**config.mk**
```make
export PLATFORM = sky130hd
export DESIGN_NAME = pulse_width_meas
export DESIGN_NICKNAME = d
export VERILOG_FILES = /design/src/rtl/pulse_width_meas.sv
export SDC_FILE = /design/constraint.sdc
export NUM_CORES = 1
export LEC_CHECK = 0
export CORE_MARGIN = 3
export CORE_UTILIZATION = 36
export DETAILED_ROUTE_END_ITERATION = 8
export DONT_BUFFER_PORTS = 1
export HOLD_SLACK_MARGIN = 0.08
export PLACE_DENSITY = 0.52
export RECOVER_POWER = 100
export SYNTH_ARGS = -nofsm -noshare
export SYNTH_HDL_FRONTEND = slang
export SYNTH_SLANG_ARGS = --single-unit
```
**constraint.sdc**
```tcl
create_clock -name clk -period 2.6 [get_ports clk]
set_clock_uncertainty 0.15 [all_clocks]
set_input_delay 0.52 -clock clk [delete_from_list [all_inputs] [get_ports clk]]
set_output_delay 0.52 -clock clk [all_outputs]
set_load 0.05 [all_outputs]
```
**src/rtl/pulse_width_meas.sv**
```systemverilog
// -----------------------------------------------------------------------------
// pulse_width_meas
//   Measures every high pulse of a single-bit, clk-synchronous signal in clock
//   cycles. Each completed pulse is reported with a one-cycle strobe, a
//   saturation flag and a wrapping count of completed pulses.
//
//   Optional feature macro: PULSE_MEAS_GAP_EN
//     When defined, low gaps between a fall and the next rise are also
//     measured and reported on gap_o/gap_vld_o. When undefined, those outputs
//     are tied to 0 and no gap counter is built.
//
// Parameters
//   CNT_W   width of width/gap counters and results (>= 2)
//   PCNT_W  width of the completed-pulse counter
//
// Ports
//   clk          system clock, rising edge
//   rst          synchronous active-high reset
//   signal_i     measured signal (synchronous to clk)
//   width_o      last measured high width in cycles
//   width_vld_o  one-cycle strobe, width_o/ovf_o updated
//   ovf_o        last width saturated at 2^CNT_W-1
//   pulse_cnt_o  completed pulses since reset, wraps
//   busy_o       high while a high pulse is being measured
//   gap_o        last low gap width (gap feature only)
//   gap_vld_o    one-cycle strobe for gap_o (gap feature only)
// -----------------------------------------------------------------------------
module pulse_width_meas #(
    parameter int CNT_W  = 16,
    parameter int PCNT_W = 8
) (
    input  logic              clk,
    input  logic              rst,
    input  logic              signal_i,
    output logic [CNT_W-1:0]  width_o,
    output logic              width_vld_o,
    output logic              ovf_o,
    output logic [PCNT_W-1:0] pulse_cnt_o,
    output logic              busy_o,
    output logic [CNT_W-1:0]  gap_o,
    output logic              gap_vld_o
);

    localparam logic [CNT_W-1:0] CNT_MAX = '1;

    typedef enum logic [1:0] {
        ST_ARM  = 2'd0,
        ST_LOW  = 2'd1,
        ST_HIGH = 2'd2
    } state_t;

    state_t           state;
    logic             sig_q;
    logic [CNT_W-1:0] cnt;
    logic             rise;
    logic             fall;

    assign rise = signal_i & ~sig_q;
    assign fall = ~signal_i & sig_q;

    always_ff @(posedge clk) begin
        if (rst) begin
            state       <= ST_ARM;
            sig_q       <= 1'b0;
            cnt         <= '0;
            width_o     <= '0;
            width_vld_o <= 1'b0;
            ovf_o       <= 1'b0;
            pulse_cnt_o <= '0;
            busy_o      <= 1'b0;
        end else begin
            sig_q       <= signal_i;
            width_vld_o <= 1'b0;
            case (state)
                // A pulse already high when reset releases is never reported:
                // wait for a genuine low sample first.
                ST_ARM: begin
                    if (!signal_i) state <= ST_LOW;
                end
                ST_LOW: begin
                    if (rise) begin
                        state  <= ST_HIGH;
                        cnt    <= CNT_W'(1);
                        busy_o <= 1'b1;
                    end
                end
                ST_HIGH: begin
                    if (fall) begin
                        state       <= ST_LOW;
                        width_o     <= cnt;
                        ovf_o       <= (cnt == CNT_MAX);
                        width_vld_o <= 1'b1;
                        pulse_cnt_o <= pulse_cnt_o + PCNT_W'(1);
                        busy_o      <= 1'b0;
                    end else if (cnt != CNT_MAX) begin
                        // saturate rather than wrap on very long pulses
                        cnt <= cnt + CNT_W'(1);
                    end
                end
                default: state <= ST_ARM;
            endcase
        end
    end

`ifdef PULSE_MEAS_GAP_EN
    logic [CNT_W-1:0] gcnt;
    logic             gap_armed;

    // The fall sample is itself the first low sample of the gap, so the gap
    // counter starts at 1 there. No gap is reported before the first fall.
    always_ff @(posedge clk) begin
        if (rst) begin
            gcnt      <= '0;
            gap_armed <= 1'b0;
            gap_o     <= '0;
            gap_vld_o <= 1'b0;
        end else begin
            gap_vld_o <= 1'b0;
            if (state == ST_HIGH && fall) begin
                gap_armed <= 1'b1;
                gcnt      <= CNT_W'(1);
            end else if (state == ST_LOW && gap_armed) begin
                if (rise) begin
                    gap_o     <= gcnt;
                    gap_vld_o <= 1'b1;
                end else if (gcnt != CNT_MAX) begin
                    gcnt <= gcnt + CNT_W'(1);
                end
            end
        end
    end
`else
    assign gap_o     = '0;
    assign gap_vld_o = 1'b0;
`endif

endmodule
```
==> results of run 1 <==
[layout by cell type (no fill, tap or decap), types with 4 or more instances in the layout]
cell type / synthesis / routed
dfxtp_1: 46 / 46
or4_1: 7 / 7
nand3_1: 9 / 9
nand4_1: 6 / 6
a21oi_1: 20 / 21
xnor2_1: 4 / 4
nor4_1: 4 / 4
conb_1: 1 / 17
inv_1: 5 / 5
clkbuf_1: 6 / 8
nor2_1: 15 / 15
nand2_1: 56 / 56
nand2b_1: 4 / 5
clkbuf_8: 0 / 6
[layout make-up]
| class | instances | area, µm² | area share (%) |
|---|---|---|---|
| repair buffers | 10 | 45.0 | 1.94 |
| well taps | 75 | 93.8 | 4.04 |
| clock buffers | 6 | 82.6 | 3.56 |
| multi-input cells | 201 | 1140 | 49.3 |
| flip-flops and latches | 46 | 921 | 39.7 |
| inverters | 6 | 22.5 | 0.970 |
| clock inverters | 2 | 12.5 | 0.539 |
[kinds of logic (layout without fill, tap and decap cells)]
logic type	Yosys count	count (layout)
flops	46	46
compound gates	47	47
buf+inv	37	24
mux	3	3
simple gates	126	126
xor+xnor	6	6
other cells	1	17
fa+ha+maj	2	2
[through the flow]
step	hold WS, ns	setup WS, ns	util [%]	total power, mW
after floorplan	0.307	0.772	-	0.855
after global placement	0.333	0.527	38.1	0.838
after detailed placement	0.340	0.527	38.1	0.838
after CTS	0.118	0.511	39.7	1.30
after global routing	0.104	0.222	39.0	1.33
final	0.123	0.457	39.0	1.27
[layer usage]
layer,track usage [%],routed length (µm),up-vias
met5,0,0,-
met4,5.61,76,0
met1,19.3,2330,822
met3,3.73,258,6
li1,-,-,918
met2,22.1,2190,51
[flip-flops by register name (all words and copies together), names as in the netlist]
register,cells
cnt,16
width_o,16
pulse_cnt_o,8
state,2
busy_o,1
ovf_o,1
sig_q,1
width_vld_o,1
[path summary, 6_finish.rpt]
path / end / depth (start not counted)
setup / recovery: cnt[7] / 6
hold / removal: width_o[0] / 1
setup reg to reg: cnt[7] / 6
hold reg to reg: width_o[12] / 2
[worst max-delay path, cell delays in order (launching register included)]
cell and delay (ns):
dfxtp_1 0.45, ha_1 0.24, nand3_1 0.17, nor4_2 0.31
clkbuf_1 0.41, nor4_1 0.15, mux2i_1 0.14
[report_power, final]
part	internal (mW)	total, mW	switching (mW)
clock network	0.214	0.455	0.241
logic	0.0153	0.0937	0.0785
registers	0.710	0.726	0.0162
total	0.939	1.27	0.335
==> flow_metrics.py, run 1 <==
metrics = {
    "worst_setup_path": {
        "reg2reg_slack_ns": 0.46,
        "end_kind": "flip-flop",
        "criticalPathCategory": "reg2reg",
        "worstReg2RegStart": "cnt[0]",
        "setup.worst_path.start_class": "flip-flop",
        "worstPathMaxFanout": 10,
        "setup.worst_path.start": "cnt[0]",
        "cp.required_ns": 2.63,
        "arrival_ns": 2.17,
    },
    "cts": {
        "cts.repair_timing.setup_buffer_count": 0,
        "clkSinkCount": 46,
        "cts_buffer_depth": 2,
        "postCtsResizedCells": 0,
        "cts_root_buf": "clkbuf_8",
        "cts_inserted_buffers": 5,
        "tritoncts": "yes",
        "path_clk_slew_ns": 0.09,
        "cts_hold_buf": 0,
        "clk_latency_ns": 0.30,
        "cts_max_level": 2,
    },
    "sta": {
        "setup_violations": 0,
        "max_freq_mhz": 467,
        "slew_violations": 0,
        "layout_min_cycle_time_ns": 2.14,
        "finalCritPeriodShare_pct": 82.4,
        "slew_headroom_pct": 35.7,
        "rsz0062_at_grt": "false",
        "finalSetupTns_ns": 0,
        "hold_viol_final": 0,
        "tightest_slew_ns": 0.964,
    },
    "yosys": {
        "synthTopCellsByCount": "nand2_1, dfxtp_1, a21oi_1",
        "ys_async_sr_fraction_pct": 0,
        "synth-compound-area-share_pct": 14.1,
        "synthXorXnorAreaFrac_pct": 2.35,
        "synth_top_family_by_area": "simple AND/OR/NAND/NOR gates",
        "synth_ff_type": "dfxtp_1",
        "synthCells": 268,
        "ys_types": 52,
        "yosys_register_bits": 46,
        "synth.avg_cell_area_um2": 8.33,
        "synth.most_common_cell": "nand2_1",
        "synth_edf_count": 0,
        "ys_seq_area_share_pct": 41.2,
        "synth_fa_ha_area_share_pct": 1.12,
        "synthSimpleGateAreaFrac_pct": 30.0,
        "netlist_area_mm2": 0.00223,
        "yosysTopAreaCellShare_pct": 41.2,
        "ys_top_cells_by_area": "dfxtp_1, nand2_1, buf_4",
        "synthMuxAreaShare_pct": 1.34,
        "synth_warnings": 0,
        "yosys.area.top_type": "dfxtp_1",
    },
    "floorplan": {
        "start_util_pct": 37.5,
        "fp.coreArea_mm2": 0.00596,
        "die_width_um": 84.8,
        "fp-row-count": 28,
        "design.die.area_mm2": 0.00719,
        "io_pins": 47,
        "die_h_um": 84.8,
    },
    "cells_and_area": {
        "n_fill_cell": 627,
        "drive_above_1_share_pct": 5.90,
        "area_delta_synth_final_pct": 3.98,
        "antenna_cells": 0,
        "fin_area_mm2": 0.00232,
        "final_nets": 275,
        "layoutNonFillerInstCount": 346,
    },
    "detailed_routing": {
        "drc": 0,
        "antenna_left": 0,
        "wl_mm": 4.86,
        "vias": 1797,
        "viasPerCell": 5.19,
        "wl_per_cell_um": 14.0,
        "drt-initial-drc-count": 160,
        "drtPass1Iterations": 4,
    },
    "global_route": {
        "track_usage_pct": 14.4,
        "gr-total-overflow": 0,
        "grt_pass1_wl_mm": 8.39,
        "grt_max_degree": 41,
        "grt_pass1_vias": 1650,
        "antenna_found_initial": 0,
    },
    "min_path": {
        "hold_path.class": "in2reg",
        "hold_path.startpoint": "rst",
    },
    "placement": {
        "dpl_cell_area_mm2": 0.00227,
        "port-buffer-count": 0,
        "dp.cells": 338,
        "hpwl_mm": 3.38,
        "gp_congestion": 0.771,
    },
    "power_and_ir_drop": {
        "power.density_mw_per_mm2": 549,
        "power.leakage_nw": 0.752,
        "vdd_drop_max_mv": 0.330,
    },
    "run": {
        "maxCapViolations": 0,
    },
    "status": {
        "status": "finished, final reports clean",
    },
}
(Power assumes the default switching activity.)
==> run 2: changes to the inputs <==
==> constraint.sdc (replaced) <==
create_clock -name clk -period 2.15 [get_ports clk]
set_clock_uncertainty 0.15 [all_clocks]
set_input_delay 0.43 -clock clk [delete_from_list [all_inputs] [get_ports clk]]
set_output_delay 0.43 -clock clk [all_outputs]
set_load 0.05 [all_outputs]
==> flow_metrics.py, run 2 (same netlist as run 1, synthesis figures left out) <==
metrics = {
    "worst_setup_path": {
        "setup.worst_path.start_class": "flip-flop",
        "end_kind": "flip-flop",
        "reg2reg_slack_ns": 0.18,
        "rr_worst_depth": 5,
        "worstPathMaxFanout": 6,
        "arrival_ns": 2.03,
        "criticalPathCategory": "reg2reg",
        "r2r_end": "cnt[12]",
        "worstReg2RegStart": "cnt[0]",
        "cp.required_ns": 2.21,
    },
    "sta": {
        "max_freq_mhz": 508,
        "rsz0062_at_grt": "false",
        "tightest_slew_ns": 1.38,
        "layout_min_cycle_time_ns": 1.97,
        "hold_viol_final": 0,
        "finalSetupTns_ns": 0,
        "slew_violations": 0,
        "finalCritPeriodShare_pct": 91.6,
        "hold_ws_ns": 0.106,
        "setup_ws_ns": 0.180,
        "setup_violations": 0,
        "slew_headroom_pct": 7.95,
    },
    "cells_and_area": {
        "antenna_cells": 0,
        "final_common_cell": "nand2_1",
        "layoutNonFillerInstCount": 355,
        "fin_area_mm2": 0.00239,
        "n_fill_cell": 656,
        "top_regs": "cnt: 16 flops, width_o: 16 flops, pulse_cnt_o: 8 flops",
        "layout_common_cells": "nand2_1, dfxtp_1, a21oi_1",
        "final_nets": 284,
        "drive_above_1_share_pct": 9.29,
        "postLayoutCoreUtil_pct": 40.1,
        "area_delta_synth_final_pct": 6.95,
    },
    "min_path": {
        "hold_path.class": "in2reg",
        "hold_path.startpoint": "rst",
        "holdPathStages": 1,
        "min_to": "cnt[11]",
    },
    "placement": {
        "port-buffer-count": 0,
        "gp_congestion": 0.839,
        "pre_cts_slack_ns": 0.135,
        "dpl_cell_area_mm2": 0.00233,
        "dp.cells": 346,
        "hpwl_mm": 3.64,
    },
    "cts": {
        "cts_root_buf": "clkbuf_8",
        "cts_buffer_depth": 2,
        "clkSinkCount": 46,
        "path_clk_slew_ns": 0.09,
        "tritoncts": "yes",
        "clk_latency_ns": 0.30,
        "cts_max_level": 2,
        "cts_inserted_buffers": 5,
    },
    "floorplan": {
        "fp.coreArea_mm2": 0.00596,
        "die_width_um": 84.8,
        "io_pins": 47,
        "design.die.area_mm2": 0.00719,
        "fp-row-count": 28,
        "start_util_pct": 37.5,
        "die_h_um": 84.8,
    },
    "power_and_ir_drop": {
        "power.leakage_nw": 0.795,
        "vdd_drop_max_mv": 0.281,
        "power.density_mw_per_mm2": 659,
        "p_total_mw": 1.57,
    },
    "detailed_routing": {
        "drc": 0,
        "vias": 1891,
        "wl_per_cell_um": 14.8,
        "antenna_left": 0,
        "viasPerCell": 5.33,
        "drtPass1Iterations": 4,
        "drt-initial-drc-count": 90,
        "wl_mm": 5.27,
    },
    "run": {
        "maxCapViolations": 0,
    },
    "global_route": {
        "gr-total-overflow": 0,
        "grt_pass1_wl_mm": 8.71,
        "track_usage_pct": 15.1,
        "grt_max_degree": 32,
        "antenna_found_initial": 0,
        "grt_pass1_vias": 1774,
    },
    "status": {
        "status": "finished, final reports clean",
    },
}
run 2: final cells by class:
type / count / area (µm²) / area share [%]
multi-input combinational: 201 / 1150 / 48.2
sequential: 46 / 921 / 38.6
timing repair buffer: 19 / 108 / 4.50
tap: 75 / 93.8 / 3.93
clock buffer: 7 / 86.3 / 3.61
inverter: 6 / 22.5 / 0.943
clock inverter: 1 / 5.00 / 0.210
run 2: power breakdown:
group	switching [mW]	total [mW]	leakage, nW	internal [mW]
Combinational	0.107	0.131	0.376	0.0239
Clock	0.303	0.563	0.0482	0.260
Sequential	0.0198	0.879	0.371	0.859
Total	0.430	1.57	0.795	1.14
run 2: critical path, cell delays in order, from the launching register on:
cell and delay, ns:
dfxtp_1 0.42, ha_1 0.24, and3_1 0.22, nand2b_1 0.14
or4_1 0.52, and3_1 0.19
run 2: worst max path at each step:
| stage | start | to | slack (ns) |
|---|---|---|---|
| final | cnt[0] | cnt[12] | 0.18 |
| after CTS | cnt[0] | cnt[9] | 0.13 |
| after floorplan | cnt[0] | cnt[12] | 0.32 |
| after global routing | cnt[0] | cnt[9] | 0.04 |
| after global placement | cnt[0] | cnt[9] | 0.19 |
| after detailed placement | cnt[0] | cnt[9] | 0.13 |
run 2: what timing repair did:
action,in CTS,in global routing
endpoints found under the setup margin,0,1
hold endpoints to repair,31,0
setup buffers,0,0
resized for setup,0,1
hold buffers,1,0
run 2: layer usage:
metal  wire length [µm]  global-route usage (%)  vias up
li1                   -                       -      935
met4                 72                    5.61        0
met2               2380                    23.9       41
met5                  0                       0        -
met3                241                    3.24        6
met1               2570                    20.1      909
==> run 3: changes to the inputs <==
--- a/config.mk
+++ b/config.mk
@@ -12,6 +12,8 @@
 export HOLD_SLACK_MARGIN = 0.08
 export PLACE_DENSITY = 0.52
 export RECOVER_POWER = 100
+export SKIP_LAST_GASP = 1
+export SLEW_MARGIN = 30
 export SYNTH_ARGS = -nofsm -noshare
 export SYNTH_HDL_FRONTEND = slang
 export SYNTH_SLANG_ARGS = --single-unit
==> results of run 3 <==
Final layout, timing and power as in run 2 (identical DEF).
